[src/rtl/otter_hazard_pkg.sv]
// Shared types and constants for the OTTER pipeline hazard sequencer.
package otter_hazard_pkg;

   typedef enum logic [1:0] {
      HZ_RUN    = 2'b00,
      HZ_JSTALL = 2'b01,
      HZ_MWAIT  = 2'b10
   } hz_state_t;

   localparam logic [1:0] STG_EX  = 2'b01;
   localparam logic [1:0] STG_MEM = 2'b10;

endpackage

[src/rtl/hazard_perf_cnt.sv]
// Free-running event counter with synchronous active-low clear; wraps silently.
module hazard_perf_cnt #(
   parameter int unsigned CNT_W = 32
) (
   input  logic             CLK,
   input  logic             RST_N,
   input  logic             inc,
   output logic [CNT_W-1:0] count
);

   logic [CNT_W-1:0] count_q;
   logic [CNT_W-1:0] count_d;

   always_comb begin
      count_d = count_q;
      if (inc) count_d = count_q + CNT_W'(1);
   end

   always_ff @(posedge CLK) begin
      if (!RST_N) count_q <= '0;
      else        count_q <= count_d;
   end

   assign count = count_q;

endmodule

[src/rtl/pipeline_hazard_sequencer.sv]
// Stall/flush sequencer for the 5-stage OTTER pipeline: arbitrates hazard
// requests into pipeline-register enables/flushes and counts stall/flush cycles.
module pipeline_hazard_sequencer
   import otter_hazard_pkg::*;
#(
   parameter int unsigned CNT_W = 32
) (
   input  logic             CLK,
   input  logic             RST_N,
   input  logic             mem_busy,
   input  logic             br_taken,
   input  logic             ld_use_req,
   input  logic             jalr_ld_req,
   input  logic [1:0]       jalr_ld_stg,
   input  logic             id_jump,
   output logic             pc_we,
   output logic             if_id_we,
   output logic             if_id_flush,
   output logic             id_ex_we,
   output logic             id_ex_flush,
   output logic             ex_mem_we,
   output logic             mem_wb_we,
   output logic [CNT_W-1:0] stall_cnt,
   output logic [CNT_W-1:0] flush_cnt
);

   hz_state_t  st_q,  st_d;
   hz_state_t  ret_q, ret_d;
   hz_state_t  eff_st;
   logic [1:0] jcnt_q, jcnt_d;

   // Next state and control decode; outputs are combinational by design.
   always_comb begin
      st_d        = st_q;
      ret_d       = ret_q;
      jcnt_d      = jcnt_q;
      pc_we       = 1'b1;
      if_id_we    = 1'b1;
      if_id_flush = 1'b0;
      id_ex_we    = 1'b1;
      id_ex_flush = 1'b0;
      ex_mem_we   = 1'b1;
      mem_wb_we   = 1'b1;
      eff_st      = (st_q == HZ_MWAIT) ? ret_q : st_q;

      if (!RST_N) begin
         pc_we       = 1'b0;
         if_id_we    = 1'b0;
         id_ex_we    = 1'b0;
         ex_mem_we   = 1'b0;
         mem_wb_we   = 1'b0;
         if_id_flush = 1'b1;
         id_ex_flush = 1'b1;
         st_d        = HZ_RUN;
         ret_d       = HZ_RUN;
         jcnt_d      = 2'd0;
      end else if (mem_busy) begin
         pc_we     = 1'b0;
         if_id_we  = 1'b0;
         id_ex_we  = 1'b0;
         ex_mem_we = 1'b0;
         mem_wb_we = 1'b0;
         st_d      = HZ_MWAIT;
         if (st_q != HZ_MWAIT) ret_d = st_q;
      end else begin
         st_d = eff_st;
         if (br_taken) begin
            // Squashes any stalled JALR along with the wrong path.
            if_id_flush = 1'b1;
            id_ex_flush = 1'b1;
            st_d        = HZ_RUN;
            jcnt_d      = 2'd0;
         end else if (eff_st == HZ_JSTALL && jcnt_q != 2'd0) begin
            pc_we       = 1'b0;
            if_id_we    = 1'b0;
            id_ex_flush = 1'b1;
            jcnt_d      = jcnt_q - 2'd1;
         end else if (eff_st == HZ_JSTALL) begin
            // Stall complete: behave as RUN, but the re-asserting stall sources are ignored.
            st_d = HZ_RUN;
            if (id_jump) if_id_flush = 1'b1;
         end else if (jalr_ld_req) begin
            pc_we       = 1'b0;
            if_id_we    = 1'b0;
            id_ex_flush = 1'b1;
            st_d        = HZ_JSTALL;
            jcnt_d      = (jalr_ld_stg == STG_MEM) ? 2'd0 : 2'd1;
         end else if (ld_use_req) begin
            pc_we       = 1'b0;
            if_id_we    = 1'b0;
            id_ex_flush = 1'b1;
         end else if (id_jump) begin
            if_id_flush = 1'b1;
         end
      end
   end

   always_ff @(posedge CLK) begin
      st_q   <= st_d;
      ret_q  <= ret_d;
      jcnt_q <= jcnt_d;
   end

   hazard_perf_cnt #(.CNT_W(CNT_W)) u_stall_cnt (
      .CLK   (CLK),
      .RST_N (RST_N),
      .inc   (RST_N & ~pc_we),
      .count (stall_cnt)
   );

   hazard_perf_cnt #(.CNT_W(CNT_W)) u_flush_cnt (
      .CLK   (CLK),
      .RST_N (RST_N),
      .inc   (RST_N & if_id_flush),
      .count (flush_cnt)
   );

endmodule

[config.mk]
export PLATFORM = sky130hd
export DESIGN_NAME = pipeline_hazard_sequencer
export DESIGN_NICKNAME = d
export VERILOG_FILES = /design/src/rtl/otter_hazard_pkg.sv /design/src/rtl/hazard_perf_cnt.sv /design/src/rtl/pipeline_hazard_sequencer.sv
export SDC_FILE = /design/constraint.sdc
export NUM_CORES = 1
export LEC_CHECK = 0
export ABC_CLOCK_PERIOD_IN_PS = 2500
export CAP_MARGIN = 25
export CORE_ASPECT_RATIO = 1.75
export CORE_UTILIZATION = 48
export CTS_BUF_LIST = sky130_fd_sc_hd__clkbuf_8 sky130_fd_sc_hd__clkbuf_16
export DETAILED_ROUTE_END_ITERATION = 12
export DONT_BUFFER_PORTS = 1
export MAX_ROUTING_LAYER = met4
export PLACE_DENSITY = 0.62
export REMOVE_ABC_BUFFERS = 1
export SKIP_LAST_GASP = 1
export SYNTH_ARGS = -nofsm -noshare
export SYNTH_HDL_FRONTEND = slang
export SYNTH_HIERARCHICAL = 1
export SYNTH_SLANG_ARGS = --single-unit
[constraint.sdc]
create_clock -name CLK -period 2.5 [get_ports CLK]
set_input_delay 0.375 -clock CLK [delete_from_list [all_inputs] [get_ports CLK]]
set_output_delay 0.375 -clock CLK [all_outputs]
set_load 0.02 [all_outputs]
==> reports/metrics.sh, run 1 <==
MIN-DELAY-PATH-CLASS='in -> reg'
FLOORPLAN.DIE_AREA_SQ_UM=7910
GRT_FIRST_PASS_WIRELENGTH_MICRONS=13300
PIN_COUNT_OF_THE_BIGGEST_NET_ENTERING_GLOBAL_ROUTING=56
CTS.CLK_SLEW.WORST_PATHS_NS=0.05
DRT_FIRST_PASS_ITERS=4
WORST_SETUP_START_KIND='flip-flop'
DIE-HEIGHT_MICRONS=117
POSTSYNTHCELLCOUNT=412
DETAIL_ROUTE.VIAS_PER_CELL=5.97
CRITPATHCAPTURETYPE='flip-flop'
PLACE_HPWL_MICRONS=6070
FINISH.NET_COUNT=442
STATIC-LEAKAGE-POWER_uW=0.00147
CRITICAL_PATH.MAX_FANOUT=6
FINAL_CELLS=518
CLK_PATH_BUF_DEPTH=2
CTS_HOLD_REPAIR.BUFFERS=0
COUNT_OF_FLIP_FLOPS_WITH_A_BUILT_IN_ENABLE_AFTER_SYNTHESIS=0
SYNTH.LIB_CELLS_USED.DISTINCT=56
ROUTED_WL_MICRONS=8470
YS_FF_LATCH=70
WORST_ENDPOINT_DATA_ARRIVAL_TIME_NS=2.65
SYNTH_SEQUENTIAL_AREA_RATIO_PCT=38.7
FINCLKSKEW_NS=0.00883
FINAL.FILL_COUNT=683
DRIVE_GT1_SHARE_PCT=16.7
SETUP_TOTAL_NEGATIVE_SLACK_NS=0
POST-SYNTH-TOP-COUNT-CELL='sky130_fd_sc_hd__dfxtp_1'
SYNTH.TOP_CELL.AREA_SHARE_PCT=38.7
SLEW_HEADROOM_PCT=56.0
AREA_OF_COMBINATIONAL_CELLS_WITH_MULTIPLE_INPUTS_SQ_UM=2060
POSTPLACECELLAREA_SQ_UM=3800
SYN_AVG_CELL_AREA_SQ_UM=8.79
NUMBER_OF_PINS_EXCEEDING_THEIR_MAX_SLEW_LIMIT_IN_THE_FINAL_REPORT=0
NUMBER_OF_ANTENNA_REPAIR_DIODES=0
DIE_W_MICRONS=67.7
HTREE_LEVELS=3
TRACK_USAGE_PCT=22.8
CAP_VIOL_MAX_COUNT=0
POST-ROUTE-PERIOD-UTIL_PCT=96.0
WORST_MARGIN_SLEW_NS=0.660
POST-ROUTE-MIN-PERIOD_NS=2.40
GPL.FINAL_WEIGHTED_CONGESTION=0.869
SYNTH_FLOP_CELL='sky130_fd_sc_hd__dfxtp_1'
VDD_IR_DROP_MAX_mV=0.453
INITIAL_UTILIZATION_PCT=50.1
PORT_BUFFERS=0
DP.CELLS=500
YOSYS_WARNS=6
GLOBALROUTEOVERFLOWTOTAL=0
LAYOUT_SETUP_WS_NS=0.0988
FINAL_COUNT_OF_HOLD_TIMING_VIOLATIONS=0
CTS_TREE='built'
CLK_ROOT_BUFFER_CELL='sky130_fd_sc_hd__clkbuf_16'
STD_CELL_ROWS=41
IO_PINS=80
REPORT.FINAL.SETUP_VIOL=0
ANTENNA_VIOLATIONS_BEFORE_REPAIR=0
CRITICAL_PATH_REQUIRED_NS=2.75
AREA.GROWTH.SYNTH_TO_FINAL_PCT=15.3
PLACEABLECOREAREA_SQ_UM=7230
POSTLAYOUTCELLAREA_SQ_UM=4180
FF2FF_SETUP_SLACK_NS=0.1
REMAINING_DRC_ERRORS=0
CLKLATENCYLATEPIN_NS=0.32
WIRE_PER_INST_MICRONS=16.3
VIA_COUNT=3090
SYN_AREA_SQ_UM=3620
PLACE_WS_NS=-0.0330
DRT_FIRST_ITER_VIOLATIONS=181
MAX_FCLK_MHz=416
ANTENNA_LEFT=0
FIRST_GLOBAL_VIAS=2821
YOSYSTOPAREACELL='sky130_fd_sc_hd__dfxtp_1'
TOP_CELLS_BY_INSTANCE_COUNT_AFTER_SYNTHESIS='sky130_fd_sc_hd__dfxtp_1, sky130_fd_sc_hd__nand2_1, sky130_fd_sc_hd__nor2_1, sky130_fd_sc_hd__nand2b_1, sky130_fd_sc_hd__nand4_1'
CRITICALPATHCATEGORY='reg -> reg'
ASYNC_RESET_FF_SHARE_PCT=0
FINAL_CORE_UTILIZATION_PCT=57.7
CTS.SINKS=70
LAYOUT.AREA.SEQ_SQ_UM=1400
POST_SYNTH_MAIN_AREA_CONTRIBUTORS='sky130_fd_sc_hd__dfxtp_1, sky130_fd_sc_hd__xor2_1, sky130_fd_sc_hd__nand2b_1'
STATUS='finished, final reports clean'
POWER-PER-CELL-AREA_nW_PER_UM2=590
CTS-BUFFERS-INSERTED=9
## what timing repair did
item | in CTS | in global routing
pin swaps | 1 | 3
setup buffers | 1 | 2
gates cloned | 0 | 1
resized for setup | 1 | 18
setup endpoints to repair | 2 | 27
## layer usage
| layer | global-route usage [%] | wire length, microns | vias to the layer above |
|---|---|---|---|
| li1 | - | - | 1560 |
| met1 | 21.8 | 3220 | 1465 |
| met2 | 41.6 | 4720 | 57 |
| met3 | 6.98 | 423 | 8 |
| met4 | 7.66 | 98 | 0 |
| met5 | - | 0 | - |
## metrics by stage
step,hold slack (ns),total power (uW)
2_1_floorplan,0.463,1230
3_3_place_gp,0.477,1250
3_5_place_dp,0.484,1260
4_1_cts,0.169,2490
5_1_grt,0.187,2550
6_report,0.192,2470
## flip-flops by register name, indices dropped and copies added, names as in the netlist
register	count
ret_q	2
jcnt_q	2
u_stall_cnt/count	32
u_flush_cnt/count	32
st_q	2
## logic make-up (layout without fill, tap and decap cells)
family	count (synthesis)	in the layout	synth area share [%]
fa+ha+maj	4	4	1.38
mux	9	9	2.62
compound gates	79	79	16.5
xor+xnor	26	26	6.28
buf+inv	42	62	5.84
simple gates	182	182	28.7
flops	70	70	38.7
## final timing paths
kind	startpoint	endpoint	depth (start not counted)
max	st_q[1]	u_stall_cnt/count[22]	9
min	mem_busy	st_q[1]	1
max reg2reg	st_q[1]	u_stall_cnt/count[22]	9
min reg2reg	jcnt_q[1]	jcnt_q[1]	2
## worst max-delay path: stages (launching register included)
cell	delay [ns]
sky130_fd_sc_hd__dfxtp_1	0.34
sky130_fd_sc_hd__and2b_2	0.25
sky130_fd_sc_hd__nor2_4	0.14
sky130_fd_sc_hd__mux2_4	0.33
sky130_fd_sc_hd__o21ai_4	0.14
sky130_fd_sc_hd__and4_4	0.25
sky130_fd_sc_hd__nand4_1	0.16
sky130_fd_sc_hd__buf_6	0.19
sky130_fd_sc_hd__or4_4	0.40
sky130_fd_sc_hd__a21oi_1	0.13
## placed cells by master, fill, tap and decap left out, types with 2 or more instances in the layout
cell / netlist / routed
sky130_fd_sc_hd__nor3_1: 5 / 5
sky130_fd_sc_hd__and4_1: 7 / 5
sky130_fd_sc_hd__xnor2_1: 8 / 8
sky130_fd_sc_hd__and4_4: 0 / 2
sky130_fd_sc_hd__nand4_2: 2 / 2
sky130_fd_sc_hd__o21a_1: 2 / 2
sky130_fd_sc_hd__nand2b_1: 21 / 21
sky130_fd_sc_hd__and2_1: 2 / 2
sky130_fd_sc_hd__buf_4: 3 / 33
sky130_fd_sc_hd__a21oi_1: 18 / 18
sky130_fd_sc_hd__or4_4: 2 / 4
sky130_fd_sc_hd__or2_1: 2 / 2
sky130_fd_sc_hd__inv_1: 13 / 15
sky130_fd_sc_hd__o311ai_1: 4 / 8
sky130_fd_sc_hd__and3_2: 2 / 2
sky130_fd_sc_hd__o311ai_2: 2 / 3
sky130_fd_sc_hd__nor2_1: 31 / 31
sky130_fd_sc_hd__nor4_2: 0 / 2
sky130_fd_sc_hd__o31ai_1: 6 / 6
sky130_fd_sc_hd__o41ai_2: 2 / 2
sky130_fd_sc_hd__dfxtp_1: 70 / 70
sky130_fd_sc_hd__clkbuf_8: 0 / 2
sky130_fd_sc_hd__xor2_1: 18 / 18
sky130_fd_sc_hd__nor3b_1: 2 / 2
sky130_fd_sc_hd__o311ai_0: 10 / 5
sky130_fd_sc_hd__ha_1: 4 / 4
sky130_fd_sc_hd__or3_1: 8 / 8
sky130_fd_sc_hd__and3_1: 4 / 4
sky130_fd_sc_hd__or4_1: 7 / 5
sky130_fd_sc_hd__o41ai_1: 14 / 14
sky130_fd_sc_hd__clkbuf_16: 0 / 9
sky130_fd_sc_hd__mux2i_1: 8 / 8
sky130_fd_sc_hd__nor4_1: 6 / 4
sky130_fd_sc_hd__a211oi_1: 2 / 2
sky130_fd_sc_hd__nand3_1: 18 / 17
sky130_fd_sc_hd__nand4_1: 20 / 20
sky130_fd_sc_hd__o21ai_0: 9 / 9
sky130_fd_sc_hd__nor2b_1: 3 / 3
sky130_fd_sc_hd__nand2_1: 33 / 33
## where the power goes
part / total (uW) / leakage [uW] / switching, uW / internal, uW
clock: 1230 / 0.000150 / 423 / 807
combinational: 97.8 / 0.000753 / 58.6 / 39.2
sequential: 1140 / 0.000565 / 13.9 / 1130
total: 2470 / 0.00147 / 495 / 1970
## final cells by class
class | count | share of cell area [%]
Clock buffer | 11 | 6.05
Clock inverter | 3 | 0.899
Inverter | 13 | 1.17
Multi-Input combinational cell | 300 | 49.4
Sequential cell | 70 | 33.6
Tap cell | 86 | 2.58
Timing Repair Buffer | 35 | 6.32
Note: power is estimated with default switching activity, not from simulation.
==> inputs of run 2 (changes only) <==
--- a/config.mk
+++ b/config.mk
@@ -7,13 +7,15 @@
 export LEC_CHECK = 0
 export ABC_CLOCK_PERIOD_IN_PS = 2500
 export CAP_MARGIN = 25
+export CELL_PAD_IN_SITES_DETAIL_PLACEMENT = 2
+export CELL_PAD_IN_SITES_GLOBAL_PLACEMENT = 2
 export CORE_ASPECT_RATIO = 1.75
-export CORE_UTILIZATION = 48
+export CORE_UTILIZATION = 34
 export CTS_BUF_LIST = sky130_fd_sc_hd__clkbuf_8 sky130_fd_sc_hd__clkbuf_16
 export DETAILED_ROUTE_END_ITERATION = 12
 export DONT_BUFFER_PORTS = 1
 export MAX_ROUTING_LAYER = met4
-export PLACE_DENSITY = 0.62
+export PLACE_DENSITY = 0.72
 export REMOVE_ABC_BUFFERS = 1
 export SKIP_LAST_GASP = 1
 export SYNTH_ARGS = -nofsm -noshare
==> run 2 against run 1 <==
Effect of this change: register-to-register slack worse by 0.07 ns; sequential power is essentially flat; maximum frequency down 2.7%; total power is 5.3% higher; final cell count increased by 10%; sequential share of layout area shrank 1.3 points; worst setup slack lost 0.066 ns; critical path type unchanged; critical endpoint is now u_stall_cnt/count[26].
==> reports/metrics.sh, run 2 (synthesis results as in run 1) <==
POWER-PER-CELL-AREA_nW_PER_UM2=596
VIA_COUNT=3310
DRIVE_GT1_SHARE_PCT=21.4
VDD_IR_DROP_MAX_mV=0.346
LAYOUT.CELLS.MOST_COMMON='sky130_fd_sc_hd__dfxtp_1'
FINISH.NET_COUNT=452
ANTENNA_VIOLATIONS_BEFORE_REPAIR=0
INITIAL_UTILIZATION_PCT=35.2
STATUS='finished, final reports clean'
AREA.GROWTH.SYNTH_TO_FINAL_PCT=20.3
CLKLATENCYLATEPIN_NS=0.33
MIN-DELAY-PATH-CLASS='in -> reg'
FINAL_COUNT_OF_HOLD_TIMING_VIOLATIONS=0
DESIGN_POWER_TOTAL_uW=2600
DRT_FIRST_ITER_VIOLATIONS=76
PLACE_HPWL_MICRONS=7990
PLACEABLECOREAREA_SQ_UM=10300
CTS.SINKS=70
COMB_POWER_SHARE_PCT=4.1
ANTENNA_LEFT=0
CLK_PATH_BUF_DEPTH=2
CTS_TREE='built'
CRITICAL_PATH.MAX_FANOUT=6
DRT_FIRST_PASS_ITERS=4
DETAIL_ROUTE.VIAS_PER_CELL=5.80
CRITPATHCAPTURETYPE='flip-flop'
SETUP_TOTAL_NEGATIVE_SLACK_NS=0
PIN_COUNT_OF_THE_BIGGEST_NET_ENTERING_GLOBAL_ROUTING=56
FINAL_CORE_UTILIZATION_PCT=42.3
CTS-BUFFERS-INSERTED=9
RSZ0062_AT_GRT='yes'
WIRE_PER_INST_MICRONS=19.6
WORST_SETUP_START_KIND='flip-flop'
DIE_W_MICRONS=80.0
CRITICALPATHCATEGORY='reg -> reg'
FLOORPLAN.DIE_AREA_SQ_UM=11100
POST-ROUTE-MIN-PERIOD_NS=2.47
REMAINING_DRC_ERRORS=0
CRITICAL_PATH_REQUIRED_NS=2.70
WORST_MARGIN_SLEW_NS=0.729
SEQ_POWER_SHARE_PCT=43.9
CLK_ROOT_BUFFER_CELL='sky130_fd_sc_hd__clkbuf_16'
WORST_ENDPOINT_DATA_ARRIVAL_TIME_NS=2.66
HTREE_LEVELS=3
GRT_FIRST_PASS_WIRELENGTH_MICRONS=18000
NUMBER_OF_ANTENNA_REPAIR_DIODES=0
POST-ROUTE-PERIOD-UTIL_PCT=98.7
DIE-HEIGHT_MICRONS=139
SWSHARE_PCT=21.7
FIRST_GLOBAL_VIAS=3646
TRACK_USAGE_PCT=21.2
CLOCK_POWER_SHARE_PCT=52.1
IO_PINS=80
ROUTED_WL_MICRONS=11200
MOST_USED_CELLS_IN_THE_LAYOUT_EXCLUDING_FILL_AND_TAP_CELLS='sky130_fd_sc_hd__dfxtp_1, sky130_fd_sc_hd__buf_4, sky130_fd_sc_hd__nand2_1'
CTS_HOLD_REPAIR.BUFFERS=0
GLOBALROUTEOVERFLOWTOTAL=0
POWER.NET_SWITCHING_uW=563
NUMBER_OF_PINS_EXCEEDING_THEIR_MAX_SLEW_LIMIT_IN_THE_FINAL_REPORT=0
CAP_VIOL_MAX_COUNT=0
SLEW_HEADROOM_PCT=51.4
CTS.CLK_SLEW.WORST_PATHS_NS=0.06
MAX_FCLK_MHz=405
STD_CELL_ROWS=49
REPORT.FINAL.SETUP_VIOL=0
FINCLKSKEW_NS=0.00732
PORT_BUFFERS=0
GPL.FINAL_WEIGHTED_CONGESTION=0.808
STATIC-LEAKAGE-POWER_uW=0.00152
INTERNAL_POWER_uW=2030
## run 2: changes by cell type in the layout (fill, tap and decap cells not counted), sizes merged
cell / previous run / this run
buf: 35 / 45
clkinvlp: 0 / 1
clkbuf: 11 / 9
clkinv: 0 / 3
inv: 15 / 14
bufinv: 1 / 2
## run 2: path summary, 6_finish.rpt
path | from | end | slack (ns) | cells past startpoint
setup / recovery | st_q[0] | u_stall_cnt/count[26] | 0.03 | 9
hold / removal | mem_busy | st_q[1] | 0.17 | 1
setup reg to reg | st_q[0] | u_stall_cnt/count[26] | 0.03 | 9
hold reg to reg | jcnt_q[1] | jcnt_q[1] | 0.50 | 2
## run 2: area by class of cell
type | instances | area, sq um
clock inverters | 7 | 90.1
multi-input cells | 300 | 2090
fillers | 1155 | 5940
flip-flops and latches | 70 | 1400
inverters | 13 | 48.8
well taps | 127 | 159
clock buffers | 9 | 225
repair buffers | 45 | 339
## run 2: critical path: stages (launching register included)
cell,delay [ns]
sky130_fd_sc_hd__dfxtp_2,0.34
sky130_fd_sc_hd__and4bb_2,0.27
sky130_fd_sc_hd__nor2_4,0.10
sky130_fd_sc_hd__mux2_4,0.33
sky130_fd_sc_hd__o21ai_4,0.15
sky130_fd_sc_hd__and4_4,0.26
sky130_fd_sc_hd__nand4_1,0.15
sky130_fd_sc_hd__buf_6,0.19
sky130_fd_sc_hd__o311ai_0,0.39
sky130_fd_sc_hd__o41ai_1,0.14
## run 2: timing repair
action | 4_1_cts | 5_1_grt
endpoints found under the setup margin | 17 | 29
pin swaps | 0 | 6
endpoints found under the hold margin | 0 | 0
setup buffers | 1 | 5
gates cloned | 0 | 1
gates resized for setup | 5 | 25
## run 2: per-stage QoR
stage | area, sq um | worst slack (ns) | std cells | hold WS (ns)
final | 4360 | 0.0332 | 571 | 0.168
after global routing | 4360 | -0.0492 | 571 | 0.151
after CTS | 4240 | -0.00389 | 565 | 0.155
after detailed placement | 3910 | -0.0352 | 548 | 0.491
after global placement | 3910 | 0.102 | 548 | 0.483
after floorplan | 3460 | -0.691 | 383 | 0.463
## run 2: power groups by stage
stage	clock, uW	combinational (uW)	sequential, uW
detailed placement	0	101	1160
finish	1350	105	1140
CTS	1400	103	1140
global placement	0	96.8	1160
global route	1450	116	1140
floorplan	0	67.6	1160
## run 2: routing by layer
metal	up-vias	track usage, %	share of wire [%]
met5	-	-	0
li1	1574	-	-
met1	1668	19.4	36
met2	58	40.9	59
met3	10	5.53	4.4
met4	0	6.77	1.4
==> inputs of run 3 (changes only) <==
--- a/config.mk
+++ b/config.mk
@@ -15,10 +15,9 @@
 export DETAILED_ROUTE_END_ITERATION = 12
 export DONT_BUFFER_PORTS = 1
 export MAX_ROUTING_LAYER = met4
-export PLACE_DENSITY = 0.72
+export PLACE_DENSITY = 0.73
 export REMOVE_ABC_BUFFERS = 1
 export SKIP_LAST_GASP = 1
 export SYNTH_ARGS = -nofsm -noshare
 export SYNTH_HDL_FRONTEND = slang
-export SYNTH_HIERARCHICAL = 1
 export SYNTH_SLANG_ARGS = --single-unit
==> run 3 against run 2 <==
Effect of this change: clock skew shrank 0.0015 ns; worst hold slack worse by 0.045 ns; synthesized cell count increased by 4.6%; critical path depth shrank 2; critical endpoint is now if_id_flush.
==> reports/metrics.sh, run 3 <==
DRT_FIRST_PASS_ITERS=4
ROUTED_WL_MICRONS=11700
FLOORPLAN.DIE_AREA_SQ_UM=11400
WORST_HOLD_PATH.ENDPOINT='st_q[0]'
REMAINING_DRC_ERRORS=0
CTS_TREE='built'
CRITICAL-PATH-SLOWEST-CELL='sky130_fd_sc_hd__dfxtp_1'
WORSTPATHCELLLIST='inv_1 -> ha_1 -> and4b_1 -> a311oi_4 -> buf_6 -> a21oi_2 -> nand2b_2'
FINAL_CORE_UTILIZATION_PCT=42.5
FINISH.NET_COUNT=477
TOP_CELLS_BY_INSTANCE_COUNT_AFTER_SYNTHESIS='sky130_fd_sc_hd__dfxtp_1, sky130_fd_sc_hd__nor2_1, sky130_fd_sc_hd__xnor2_1, sky130_fd_sc_hd__nand2_1, sky130_fd_sc_hd__a21oi_1'
AREA.GROWTH.SYNTH_TO_FINAL_PCT=22.0
ANTENNA_LEFT=0
WIRE_PER_INST_MICRONS=19.5
GRT_FIRST_PASS_WIRELENGTH_MICRONS=19200
STATIC-LEAKAGE-POWER_uW=0.00151
FIRST_GLOBAL_VIAS=3876
DESIGN_POWER_TOTAL_uW=2910
YOSYS_WARNS=0
POST-SYNTH-TOP-COUNT-CELL='sky130_fd_sc_hd__dfxtp_1'
SYN_AVG_CELL_AREA_SQ_UM=8.65
ANTENNA_VIOLATIONS_BEFORE_REPAIR=0
CAP_VIOL_MAX_COUNT=0
MOST_USED_CELLS_IN_THE_LAYOUT_EXCLUDING_FILL_AND_TAP_CELLS='sky130_fd_sc_hd__dfxtp_1, sky130_fd_sc_hd__nor2_1, sky130_fd_sc_hd__buf_4'
PLACEABLECOREAREA_SQ_UM=10700
WORST_SETUP_START_KIND='flip-flop'
SYNTH.TOP_CELL.AREA_SHARE_PCT=37.6
WORST_MARGIN_SLEW_NS=0.634
YS_FF_LATCH=70
WORST_ENDPOINT_DATA_ARRIVAL_TIME_NS=1.97
MAX_FCLK_MHz=426
PIN_COUNT_OF_THE_BIGGEST_NET_ENTERING_GLOBAL_ROUTING=34
CTS.CLK_SLEW.WORST_PATHS_NS=0.06
VIA_COUNT=3463
IO_PINS=80
FINCLKSKEW_NS=0.00581
NUMBER_OF_PINS_EXCEEDING_THEIR_MAX_SLEW_LIMIT_IN_THE_FINAL_REPORT=0
VDD_IR_DROP_MAX_mV=0.410
CLK_ROOT_BUFFER_CELL='sky130_fd_sc_hd__clkbuf_16'
PLACE_HPWL_MICRONS=8660
WORST_HOLD_STARTPOINT='br_taken'
FIRST_ELEMENT_OF_THE_CRITICAL_PATH='jcnt_q[0]'
POST-ROUTE-MIN-PERIOD_NS=2.35
CRITICAL_PATH.MAX_FANOUT=5
SYNTH.LIB_CELLS_USED.DISTINCT=58
TIMING.REG2REG.WORST_PATH_DEPTH=5
CRITICALPATHCATEGORY='reg -> out'
DRIVE_GT1_SHARE_PCT=19.4
TIMING.CRITICAL_PATH.SLOWEST_CELL_DELAY_NS=0.36
GLOBALROUTEOVERFLOWTOTAL=0
LAYOUT.CELLS.MOST_COMMON='sky130_fd_sc_hd__dfxtp_1'
PORT_BUFFERS=0
HOLD-WORST-SLACK_NS=0.123
PATH_DELAY_FAMILY='simple AND/OR/NAND/NOR gates'
COMBINATIONAL_FAMILY_WITH_THE_MOST_AREA_AFTER_SYNTHESIS='simple AND/OR/NAND/NOR gates'
DIE_W_MICRONS=81.2
SYNTH-XOR-AREA-SHARE_PCT=9.87
WORSTHOLDPATHCELLS=1
SYNTH.MUX.AREA_FRACTION_PCT=1.34
POST-ROUTE-PERIOD-UTIL_PCT=94.0
BUF_INV_ON_CP=2
TRACK_USAGE_PCT=22.6
DETAIL_ROUTE.VIAS_PER_CELL=5.78
INITIAL_UTILIZATION_PCT=34.8
DIE-HEIGHT_MICRONS=141
STD_CELL_ROWS=50
ASYNC_RESET_FF_SHARE_PCT=0
SYN_AREA_SQ_UM=3730
YOSYSTOPAREACELL='sky130_fd_sc_hd__dfxtp_1'
CLKLATENCYLATEPIN_NS=0.33
FINAL.FILL_COUNT=1199
NUMBER_OF_ANTENNA_REPAIR_DIODES=0
COUNT_OF_FLIP_FLOPS_WITH_A_BUILT_IN_ENABLE_AFTER_SYNTHESIS=0
REGTOREGSTARTPOINT='st_q[0]'
FINAL_COUNT_OF_HOLD_TIMING_VIOLATIONS=0
FRACTION_OF_THE_MAPPED_NETLIST_AREA_IN_SIMPLE_LOGIC_GATES_PCT=24.1
CTS.SINKS=70
SLEW_HEADROOM_PCT=56.6
RSZ0062_AT_GRT='no'
MIN-DELAY-PATH-CLASS='in -> reg'
REPORT.FINAL.SETUP_VIOL=0
STATUS='finished, final reports clean'
GPL.FINAL_WEIGHTED_CONGESTION=0.810
POSTSYNTHCELLCOUNT=431
CLK_PATH_BUF_DEPTH=2
HTREE_LEVELS=3
YOSYS.AREA_SHARE.ADDER_PCT=1.34
FF2FF_SETUP_SLACK_NS=0.19
R2R-END='u_stall_cnt.count[29]'
DRT_FIRST_ITER_VIOLATIONS=40
CTS_HOLD_REPAIR.BUFFERS=0
CRITICAL_PATH_REQUIRED_NS=2.12
POST_SYNTH_MAIN_AREA_CONTRIBUTORS='sky130_fd_sc_hd__dfxtp_1, sky130_fd_sc_hd__xnor2_1, sky130_fd_sc_hd__nor2_1'
SHARE_OF_THE_SYNTHESIZED_AREA_IN_COMPOUND_GATES_AO_OA_AOI_OAI_PCT=20.0
SYNTH_SEQUENTIAL_AREA_RATIO_PCT=37.6
CRITPATHCAPTURETYPE='output port'
POSTLAYOUTCELLAREA_SQ_UM=4550
POWER-PER-CELL-AREA_nW_PER_UM2=641
CTS-BUFFERS-INSERTED=9
POSTPLACECELLAREA_SQ_UM=4110
SYNTH_FLOP_CELL='sky130_fd_sc_hd__dfxtp_1'
[run 3: worst max path at each step]
stage	to	slack, ns	cells past startpoint
finish	if_id_flush	0.15	7
global route	if_id_flush	0.005	5
CTS	if_id_flush	0.02	5
detailed placement	u_stall_cnt.count[30]	0.11	5
global placement	u_stall_cnt.count[30]	0.14	5
floorplan	u_stall_cnt.count[31]	-0.07	5
[run 3: area by class of cell]
class / instances / area, sq um / area share, %
Clock buffer: 11 / 253 / 5.56
Timing Repair Buffer: 51 / 387 / 8.51
Clock inverter: 5 / 129 / 2.84
Multi-Input combinational cell: 314 / 2140 / 47.2
Inverter: 18 / 67.6 / 1.49
Tap cell: 130 / 163 / 3.58
Sequential cell: 70 / 1400 / 30.9
[run 3: through the flow]
| stage | std cells | worst slack [ns] | setup TNS (ns) |
|---|---|---|---|
| 6_report | 599 | 0.150 | 0 |
| 2_1_floorplan | 402 | -0.0709 | -0.215 |
| 5_1_grt | 599 | 0.00492 | 0 |
| 3_3_place_gp | 580 | 0.143 | 0 |
| 4_1_cts | 597 | 0.0191 | 0 |
| 3_5_place_dp | 580 | 0.106 | 0 |
[run 3: repair_timing]
| action | 4_1_cts | 5_1_grt |
|---|---|---|
| gates cloned | 0 | 0 |
| endpoints found under the setup margin | 1 | 3 |
| buffers inserted | 1 | 2 |
| pin swaps | 1 | 0 |
| gates resized for setup | 4 | 4 |
[run 3: kinds of logic after synthesis]
kind of cell / Yosys count
simple gates: 169
buf+inv: 47
fa+ha+maj: 4
flops: 70
compound gates: 94
mux: 5
xor+xnor: 42
[run 3: per-layer routing]
layer  global-route usage (%)  part of all wire, %
met1                     20.0                   35
met3                     5.08                  4.1
met4                     9.30                  2.7
met2                     43.7                   58
met5                        -                    0
[run 3: where the power goes]
group | switching (uW) | internal, uW
logic | 95.5 | 47.6
registers | 17.7 | 1130
clock network | 494 | 1130
total | 607 | 2310
